`src/rtl/handshake_constant_arbiter.sv`:
```
// -----------------------------------------------------------------------------
// handshake_constant_arbiter
//
// One constant source shared by NUM_REQ control-token requesters in an elastic
// dataflow fabric. Each cycle the requesters asserting ctrl_valid are arbitrated
// round-robin. The winner's token goes into a one-deep output slot. The slot
// presents CONST_VALUE on outs, and the winner's index on outs_index, so that a
// downstream demux or branch can route the constant back to its consumer.
//
// Valid/ready semantics (both sides):
//   A token moves across an interface on a rising clock edge where valid and
//   ready are both high. A producer holding valid=1 keeps it (and its payload)
//   stable until it is accepted. Ready may depend combinationally on valid.
//   On this block, ctrl_ready depends combinationally on ctrl_valid and
//   outs_ready.
//
// Ports:
//   clk         in   1           clock, rising edge
//   rst         in   1           asynchronous reset, active-high
//   ctrl_valid  in   NUM_REQ     per-requester control token valid
//   ctrl_ready  out  NUM_REQ     per-requester accept (one-hot or zero)
//   outs        out  DATA_WIDTH  constant value, always CONST_VALUE
//   outs_index  out  IDX_WIDTH   requester index of the buffered token
//   outs_valid  out  1           output slot holds a token
//   outs_ready  in   1           downstream accept
//   dbg_ptr     out  IDX_WIDTH   round-robin pointer (debug visibility)
//
// Parameters:
//   DATA_WIDTH   width of outs
//   NUM_REQ      number of requesters, 2..16
//   IDX_WIDTH    width of outs_index, >= clog2(NUM_REQ)
//   CONST_VALUE  constant emitted on outs (zero-extended/truncated)
// -----------------------------------------------------------------------------
module handshake_constant_arbiter #(
  parameter int          DATA_WIDTH  = 32,
  parameter int          NUM_REQ     = 4,
  parameter int          IDX_WIDTH   = 2,
  parameter logic [63:0] CONST_VALUE = 64'h0000_0000_07D2_0607
) (
  input  logic                  clk,
  input  logic                  rst,
  input  logic [NUM_REQ-1:0]    ctrl_valid,
  output logic [NUM_REQ-1:0]    ctrl_ready,
  output logic [DATA_WIDTH-1:0] outs,
  output logic [IDX_WIDTH-1:0]  outs_index,
  output logic                  outs_valid,
  input  logic                  outs_ready,
  output logic [IDX_WIDTH-1:0]  dbg_ptr
);

  // Output slot occupancy
  typedef enum logic {
    SLOT_EMPTY = 1'b0,
    SLOT_FULL  = 1'b1
  } slot_state_t;

  slot_state_t            r_slot;
  logic [IDX_WIDTH-1:0]   r_outs_index;
  logic [IDX_WIDTH-1:0]   r_ptr;

  logic                   w_load;
  logic                   w_any;
  logic                   w_xfer;
  logic [NUM_REQ-1:0]     w_grant;
  logic [IDX_WIDTH-1:0]   w_grant_idx;
  logic [IDX_WIDTH-1:0]   w_ptr_next;
  int                     w_dist;
  int                     w_best_dist;

  // The constant never depends on state, not even during reset.
  assign outs = DATA_WIDTH'(CONST_VALUE);

  // The slot can take a new token when it is empty or when its current token
  // leaves this very cycle. This gives 1 token/cycle at full throughput.
  assign w_load = (r_slot == SLOT_EMPTY) || outs_ready;

  // Round-robin scan starting at r_ptr. Each requester's distance from the
  // pointer is computed with an explicit modulo wrap. The valid requester with
  // the smallest distance wins. This avoids a variable bit-select, and it
  // behaves correctly when NUM_REQ is not a power of two.
  always_comb begin
    w_grant     = '0;
    w_grant_idx = '0;
    w_any       = 1'b0;
    w_best_dist = NUM_REQ;
    w_dist      = 0;
    for (int i = 0; i < NUM_REQ; i++) begin
      w_dist = i - int'(r_ptr);
      if (w_dist < 0) begin
        w_dist = w_dist + NUM_REQ;
      end
      if (ctrl_valid[i] && (w_dist < w_best_dist)) begin
        w_best_dist = w_dist;
        w_grant     = '0;
        w_grant[i]  = 1'b1;
        w_grant_idx = IDX_WIDTH'(i);
        w_any       = 1'b1;
      end
    end
  end

  // The pointer moves to the requester just after the winner, wrapping at
  // NUM_REQ-1 instead of at the IDX_WIDTH power-of-two boundary.
  assign w_ptr_next = (w_grant_idx == IDX_WIDTH'(NUM_REQ - 1)) ? '0
                                                               : w_grant_idx + 1'b1;

  assign w_xfer = w_load && w_any;

  // ctrl_ready is masked while rst is high, so no acceptance is reported in a
  // cycle whose edge the reset discards.
  assign ctrl_ready = (rst || !w_load) ? '0 : w_grant;

  always_ff @(posedge clk or posedge rst) begin
    if (rst) begin
      r_slot       <= SLOT_EMPTY;
      r_outs_index <= '0;
      r_ptr        <= '0;
    end else begin
      case (r_slot)
        SLOT_EMPTY: begin
          if (w_xfer) begin
            r_slot       <= SLOT_FULL;
            r_outs_index <= w_grant_idx;
            r_ptr        <= w_ptr_next;
          end
        end
        SLOT_FULL: begin
          if (w_xfer) begin
            // Drain and refill on the same edge.
            r_outs_index <= w_grant_idx;
            r_ptr        <= w_ptr_next;
          end else if (outs_ready) begin
            // Drain only. The index is kept and the pointer does not move.
            r_slot <= SLOT_EMPTY;
          end
          // On a stall (!outs_ready), everything holds.
        end
        default: begin
          r_slot <= SLOT_EMPTY;
        end
      endcase
    end
  end

  assign outs_valid = (r_slot == SLOT_FULL);
  assign outs_index = r_outs_index;
  assign dbg_ptr    = r_ptr;

endmodule

```
`config.mk`:
```
export PLATFORM = sky130hd
export DESIGN_NAME = handshake_constant_arbiter
export DESIGN_NICKNAME = d
export VERILOG_FILES = /design/src/rtl/handshake_constant_arbiter.sv
export SDC_FILE = /design/constraint.sdc
export NUM_CORES = 1
export LEC_CHECK = 0
export ABC_AREA = 1
export BUFFER_PORTS_ARGS = -buffer_cell sky130_fd_sc_hd__buf_2
export CORE_UTILIZATION = 36
export DETAILED_ROUTE_END_ITERATION = 7
export PLACE_DENSITY_LB_ADDON = 0.08
export SYNTH_ARGS = -nofsm -noshare
export SYNTH_HDL_FRONTEND = slang
export SYNTH_SLANG_ARGS = --single-unit
```
`constraint.sdc`:
```
create_clock -name clk -period 2.55 [get_ports clk]
set_input_delay 0.255 -clock clk [delete_from_list [all_inputs] [get_ports clk]]
set_output_delay 0.255 -clock clk [all_outputs]
set_load 0.02 [all_outputs]
```
==> implementation parameters, run 1 <==
Parameter                              Value

Synthesis
  Synth Flop Type ... dfrtp_1
  Ys async rst share ... 1.00
  Count of flip-flops with a built-in enable after synthesis ... 0
  Biggest area contributors in the synthesized netlist ... buf_4 35%, dfrtp_1 18%, nand2_1 13%
  Average cell area after synthesis ... roughly 6.8 sq um
  Most frequently used cell type in the post-synthesis netlist ... buf_4
  Share of Yosys cell area claimed by the top area cell type ... 0.354
  Count of state elements after synthesis ... 5
  Most frequent cells after synthesis ... 32 x buf_4, 24 x nand2_1, 10 x inv_1
  Yosys top cell by area ... buf_4
  Sequential element share of the synthesized area ... 0.185
  Distinct cell type count after synthesis ... 16
  Post-Syn Area ... just under 700 sq um
  Cell count after synthesis ... 100
  Number of warnings printed during yosys synthesis ... 0

Cells and area
  Final cell count without fillers ... 164
  Fraction of layout instances using a drive strength above 1 ... 0.482
  NumNets Final ... 149
  Post-layout instance area ... approximately 990 sq um
  Synthesis-to-finish area growth ... 46.7%
  # diodes ... 0

Critical path
  Critical path launch point type ... register
  Critical setup path kind ... reg2out
  Critical Path AT ... 2.61 ns
  Required time of the critical path ... roughly 2.3 ns
  Worst R2R End ... dbg_ptr[1]$_DFFE_PP0P_
  Setup slack on the worst flop-to-flop path ... roughly 0.030 ns
  Startpoint of the worst setup timing path ... dbg_ptr[0]$_DFFE_PP0P_
  Startpoint of the worst register-to-register path ... dbg_ptr[0]$_DFFE_PP0P_
  Peak fanout along the critical path ... 4
  Kind of capture point of the worst setup path ... primary output
  Worst reg2reg path depth ... 21
  Critical path capture point ... ctrl_ready[0]

Clock network
  Number of CTS-inserted buffers ... 3
  Clock Pin Slew Worst Setup and Hold Paths ... 0.05 ns
  Number of sinks handled by clock tree synthesis ... 5
  CTS tree ... done
  Number of H-tree levels ... 1
  Longest Clk Path Bufs ... 2
  Clock tree root buffer cell ... clkbuf_4
  Clock latency on the worst-skew pair ... ~0.24 ns

Floorplan
  DIE AREA ... a little over 2000 sq um
  Effective utilization at floorplan ... 0.389
  Standard-cell row count ... 15
  Die Wd ... around 45 um
  Overall die height ... roughly 45 um
  Core area ... roughly 1700 sq um
  Number of ports placed on the die boundary ... 48

Detailed routing
  Vias per std cell ... approximately 3.7
  Routed via count ... around 600
  Count of unresolved DRC violations after routing ... 0
  DRC violation total after the first TritonRoute iteration ... 8
  Antenna-violating nets left ... 0
  Mean routed wirelength per cell ... roughly 7.5 um
  Post-detailed-routing wire length ... roughly 1200 um
  Number of search-and-repair iterations in the first detailed-routing pass ... 4

Run status
  Failing checks ... setup timing
  Outcome ... finished with violations

Placed design
  Buffers added on ports ... 15
  Post-detail-place hpwl ... ~1000 um
  Instance count after placement with tap cells included ... ~150
  Placement Cell Area ... between 800 and 900 sq um
  Routability Congestion ... approximately 0.78

Global route
  Met1 Track Usage GR ... 0.156
  Largest net degree at the start of global routing ... 7
  GR met2 Demand/Resource ... 0.229
  Global-route wire length before repair ... a little under 2000 um
  Vias in the first global route ... a little under 500
  Combined global-route utilization of all metal layers ... 0.131
  GR met3 Demand/Resource ... 0.0357
  Congestion Overflow GR ... 0
  Number of antenna violations at the first check in global routing ... 0
  Most Used Layer, Global Route ... met2

Pwr
  PD cells ... ~1100 nW/um^2
  Peak supply drop ... roughly 0.66 mV
  Reported leakage power ... between 0.5 and 0.6 nW

STA
  Minimum setup slack in the final design ... -0.316 ns
  Final-report setup violation count ... 4
  Hold Fails Final Rpt ... 0
  RSZ-0062 raised after global routing ... true
  Fraction of the cycle the final worst path needs ... 1.12
  Final critical path time including I/O delays and setup ... ~2.9 ns
  Worst clock skew ... 0.00493 ns
  Max Transition Viols Final ... 0
  Final total negative setup slack ... -1.23 ns
  Maximum clock frequency ... 0.349 GHz

Worst hold path
  Class of the tightest hold or removal check ... in2reg

Run
  Max-Cap Viols ... 0
==> cell type report <==
| class | count | area, sq um |
|---|---|---|
| clock buffer | 4 | 26.3 |
| fill | 196 | 751 |
| inverter | 12 | 45.0 |
| multi-input combinational | 81 | 487 |
| sequential | 5 | 126 |
| tap | 25 | 31.3 |
| timing repair buffer | 37 | 279 |
==> registers in the layout (all words and copies together) (netlist names) <==
register / cells
dbg_ptr: 2
outs_index: 2
outs_valid: 1
==> critical path, cell delays in order, from the launching register on <==
cell and delay (ns):
dfrtp_1 0.42, nand2_4 0.10, nand2_4 0.05, nand2_4 0.08, inv_1 0.07, a21oi_2 0.16, ha_1 0.25, inv_2 0.06
nor2_2 0.03, nand2_2 0.07, nand3_4 0.07, nand2_2 0.07, o21ai_2 0.05, ha_1 0.26, inv_1 0.03, nor2_1 0.10
nand2_2 0.07, nand3_4 0.09, nand2_4 0.08, nor3_4 0.11, buf_6 0.14
==> per-layer routing <==
| metal | share of wire | routed length [um] | vias to the layer above |
|---|---|---|---|
| li1 | - | - | 316 |
| met3 | 0.033 | 41 | 0 |
| met5 | 0 | 0 | - |
| met4 | 0 | 0 | 0 |
| met2 | 0.53 | 660 | 17 |
| met1 | 0.43 | 537 | 278 |
==> cells by family (layout without fill, tap and decap cells) <==
family                     Yosys count  in the layout  share of synthesized area
AOI/OAI and AO/OA                    5              5                     0.0406
and+or+nand+nor                     42             42                      0.306
buffers and inverters               44             53                      0.421
other                                2             32                     0.0111
DFF                                  5              5                      0.185
adders and majority gates            2              2                     0.0369
==> placed cells by master, fill, tap and decap left out, types with 3 or more instances in the layout <==
master and instances:
buf_6 7, inv_2 3, nand2_2 5, dfrtp_1 4
clkbuf_4 3, nand2_1 17, buf_4 18, nand2_4 7
inv_1 9, conb_1 32, buf_2 11, nor2_1 3
==> report_power, final <==
group          internal, mW  leakage, nW  switching (mW)
Sequential            0.113       0.0571          0.0259
Clock                0.0592       0.0150          0.0324
Combinational         0.414        0.507           0.493
==> what timing repair did <==
action,CTS,global route
pin swaps,15,5
endpoints found under the hold margin,5,0
resized for setup,13,15
hold buffers,1,0
endpoints found under the setup margin,7,8
cloned,0,0
setup buffers,7,1
==> worst min path at each step <==
stage                     depth (start not counted)          start                      to
after CTS                                         3  ctrl_valid[3]    outs_valid$_DFF_PP0_
after global routing                              3  ctrl_valid[3]    outs_valid$_DFF_PP0_
final                                             3  ctrl_valid[3]    outs_valid$_DFF_PP0_
after global placement                            2            rst    outs_valid$_DFF_PP0_
after detailed placement                          2            rst    outs_valid$_DFF_PP0_
after floorplan                                   1            rst  dbg_ptr[0]$_DFFE_PP0P_
==> metrics by stage <==
stage               utilization  worst slack (ns)  hold WS, ns  total power, mW
floorplan                     -            -0.258       0.0418            0.640
global placement          0.462            -0.250        0.170            0.813
detailed placement        0.462            -0.279        0.172            0.820
CTS                       0.535            -0.348        0.298             1.04
global route              0.570            -0.485        0.318             1.24
finish                    0.570            -0.316        0.291             1.14
(Power assumes the default switching activity.)
==> run 2, diff against run 1 <==
- ABC_AREA: 1 -> default
- CORE_UTILIZATION: 36 -> 37
- CTS_CLUSTER_DIAMETER: default -> 30
- HOLD_SLACK_MARGIN: default -> 0.05
==> implementation parameters, run 2 <==
Parameter                              Value

STA
  Final-report setup violation count ... 8 (+4)
  Max Transition Viols Final ... 0 (unchanged)
  Final critical path time including I/O delays and setup ... 3.50 ns (+0.638 ns)
  Maximum clock frequency ... 0.285 GHz (-18%)
  RSZ-0062 raised after global routing ... true
  Hold Fails Final Rpt ... 0 (unchanged)
  Minimum setup slack in the final design ... -0.955 ns (-0.638 ns)
  Actual slew at the worst max-slew pin ... 0.650 ns
  Worst clock skew ... 0.000129 ns (-0.00481 ns)
  Max-slew headroom ... 0.562
  Fraction of the cycle the final worst path needs ... 1.37 (+0.250)
  Hold Slack ... 0.338 ns (+0.0474 ns)

Synthesis
  Biggest area contributors in the synthesized netlist ... buf_4 34%, dfrtp_1 18%, inv_1 3.8%
  Yosys top cell by area ... buf_4
  Cell count after synthesis ... 89 (-11%)
  Sequential element share of the synthesized area ... 0.179 (-0.00593)
  Count of flip-flops with a built-in enable after synthesis ... 0 (unchanged)
  Most frequently used cell type in the post-synthesis netlist ... buf_4
  Post-Syn Area ... 701 sq um (+3.3%)
  Number of warnings printed during yosys synthesis ... 0 (unchanged)
  Share of Yosys cell area claimed by the top area cell type ... 0.343 (-0.0114)
  Most frequent cells after synthesis ... 32 x buf_4, 7 x inv_1, 7 x nor2_1
  Distinct cell type count after synthesis ... 26 (+10)
  Ys async rst share ... 1.00 (unchanged)
  Synth Flop Type ... dfrtp_1
  Count of state elements after synthesis ... 5 (unchanged)
  Average cell area after synthesis ... 7.87 sq um (+16%)

Clock network
  Longest Clk Path Bufs ... 2 (unchanged)
  Clock latency on the worst-skew pair ... 0.23 ns (about the same)
  Clock tree root buffer cell ... clkbuf_4
  Number of CTS-inserted buffers ... 3 (unchanged)
  Clock Pin Slew Worst Setup and Hold Paths ... 0.04 ns (about the same)
  Number of H-tree levels ... 1 (unchanged)
  Number of sinks handled by clock tree synthesis ... 5 (unchanged)
  CTS tree ... done

Worst hold path
  Worst Hold Path EP ... outs_valid$_DFF_PP0_
  Hold path depth ... 3 (unchanged)
  Class of the tightest hold or removal check ... in2reg
  Source of the worst hold timing path ... ctrl_valid[3]

Run status
  Outcome ... finished with violations
  Failing checks ... setup timing

Detailed routing
  Routed via count ... 626 (+2.5%)
  Vias per std cell ... 4.32 (+16%)
  Count of unresolved DRC violations after routing ... 0 (unchanged)
  Post-detailed-routing wire length ... 1460 um (+18%)
  Antenna-violating nets left ... 0 (unchanged)
  DRC violation total after the first TritonRoute iteration ... 8 (unchanged)
  Mean routed wirelength per cell ... 10.1 um (+33%)
  Number of search-and-repair iterations in the first detailed-routing pass ... 4 (unchanged)

Cells and area
  Most frequent standard cell in the layout excluding fill and tap cells ... conb_1
  Commonest non-fill, non-tap cells in the layout ... 32 x conb_1, 13 x buf_4, 12 x buf_2
  # diodes ... 0 (unchanged)
  Final cell utilization of the core ... 0.529 (-0.0409)
  Fraction of layout instances using a drive strength above 1 ... 0.425 (-0.0570)
  NumNets Final ... 130 (-13%)
  Final cell count without fillers ... 145 (-12%)
  Synthesis-to-finish area growth ... 31.8%

Pwr
  Reported leakage power ... 0.472 nW (-19%)
  PD cells ... 1210 nW/um^2 (+5.4%)
  Peak supply drop ... 0.620 mV (-5.3%)
  Sum of internal, switching and leakage power ... 1.11 mW (-2.1%)

Global route
  Congestion Overflow GR ... 0 (unchanged)
  Vias in the first global route ... 501 (+2.5%)
  Number of antenna violations at the first check in global routing ... 0 (unchanged)
  Global-route wire length before repair ... 2270 um (+17%)
  Combined global-route utilization of all metal layers ... 0.149 (+0.0180)
  Largest net degree at the start of global routing ... 8 (+1)

Critical path
  Largest delay share family, worst path ... compound AO/OA/AOI/OAI gates
  Kind of capture point of the worst setup path ... primary output
  Startpoint of the worst register-to-register path ... dbg_ptr[1]$_DFFE_PP0P_
  Critical setup path kind ... reg2out
  Required time of the critical path ... 2.30 ns (about the same)
  Critical Path AT ... 3.25 ns (+0.64 ns)
  Setup slack on the worst flop-to-flop path ... -0.20 ns (-0.23 ns)
  Worst reg2reg path depth ... 14 (-33%)
  Slowest-stage cell, CP ... dfrtp_2
  Worst stage delay on the critical path ... 0.45 ns (+0.03 ns)
  Peak fanout along the critical path ... 6 (+2)
  Worst R2R End ... dbg_ptr[1]$_DFFE_PP0P_
  Critical path launch point type ... register
  Count of buffering cells on the critical path with inverters included ... 2 (-2)
  Cell-by-cell listing of the critical path ... nor2b_4 > a32o_2 > inv_2 > ha_4 > nor2_4 > a21oi_2 > nand2b_4 > mux2i_2 > ha_2 > and4b_1 > a22o_1 > a2111o_1 > and4bb_2 > buf_6

Floorplan
  Effective utilization at floorplan ... 0.401 (+0.0129)
  Core area ... 1750 sq um (unchanged)
  Standard-cell row count ... 15 (unchanged)
  Die Wd ... 45.5 um (+0.25%)
  DIE AREA ... 2070 sq um (+0.51%)
  Overall die height ... 45.5 um (+0.25%)
  Number of ports placed on the die boundary ... 48 (unchanged)

Placed design
  Routability Congestion ... 0.736 (-5.8%)
  Instance count after placement with tap cells included ... 137 (-9.3%)
  Post-detail-place hpwl ... 1090 um (+9.0%)
  Buffers added on ports ... 15 (unchanged)
  Post-Place Worst Slack ... -0.797 ns (-0.518 ns)

Run
  Max-Cap Viols ... 0 (unchanged)
run 2: cell types whose count changed in the layout (fill, tap and decap cells not counted), moves of 3 or more:
cell / before / now
a22o_1: 0 / 3
buf_4: 18 / 13
buf_6: 7 / 4
inv_1: 9 / 6
nand2_1: 17 / 3
nand2_2: 5 / 0
nand2_4: 7 / 0
o21ai_0: 0 / 4
run 2: cell families after synthesis:
| group | after synthesis | share of synthesized area |
|---|---|---|
| xor+xnor | 1 | 0.0125 |
| buf+inv | 40 | 0.396 |
| mux | 2 | 0.0286 |
| compound gates | 17 | 0.175 |
| fa+ha+maj | 2 | 0.0357 |
| simple gates | 20 | 0.163 |
| other cells | 2 | 0.0107 |
| flops | 5 | 0.179 |
run 2: layout make-up:
type,instances,area (sq um)
fillers,168,822
multi-input cells,74,499
repair buffers,30,213
flip-flops and latches,5,128
well taps,25,31.3
clock buffers,4,26.3
inverters,7,26.3
run 2: stage by stage:
stage                     TNS (ns)  cell area [sq um]
after floorplan              -2.64                847
after global placement       -3.74                785
after detailed placement     -4.26                785
after CTS                    -3.89                901
after global routing         -4.95                923
final                        -4.05                923
run 2: worst max path at each step:
stage | depth (start not counted) | from | slack [ns] | to
2_1_floorplan | 14 | dbg_ptr[0]$_DFFE_PP0P_ | -0.64 | ctrl_ready[0]
3_3_place_gp | 14 | dbg_ptr[1]$_DFFE_PP0P_ | -0.74 | ctrl_ready[0]
3_5_place_dp | 16 | ctrl_valid[0] | -0.80 | ctrl_ready[0]
4_1_cts | 14 | dbg_ptr[1]$_DFFE_PP0P_ | -0.94 | ctrl_ready[0]
5_1_grt | 14 | dbg_ptr[1]$_DFFE_PP0P_ | -1.06 | ctrl_ready[0]
6_report | 14 | dbg_ptr[1]$_DFFE_PP0P_ | -0.95 | ctrl_ready[0]
run 2: power breakdown:
part           leakage, nW  total [mW]  internal (mW)  switching [mW]
clock               0.0150      0.0881         0.0589          0.0292
combinational        0.403       0.870          0.445           0.425
sequential          0.0536       0.155          0.115          0.0405
run 2: routing by layer:
layer / global-route usage / part of all wire / vias up / wire length, um
met5: 0 / 0 / - / 0
met4: 0.0364 / 0 / 0 / 0
met3: 0.0119 / 0.053 / 0 / 77
met2: 0.257 / 0.51 / 31 / 748
met1: 0.198 / 0.43 / 294 / 633
li1: - / - / 301 / -
run 2: repair_timing:
item / in CTS / in global routing
cloned: 0 / 0
hold buffers: 1 / 0
setup buffers: 3 / 2
endpoints found under the setup margin: 8 / 8
gates resized for setup: 21 / 3
endpoints found under the hold margin: 5 / 0
pin swaps: 5 / 3
run 2: worst reg2reg max path, delay by kind of cell (launching register included):
family | cells | cell delay, ns
adders and majority gates | 2 | 0.49
AOI/OAI and AO/OA | 4 | 0.68
and+or+nand+nor | 5 | 0.64
DFF | 1 | 0.45
muxes | 1 | 0.22
buffers and inverters | 2 | 0.20
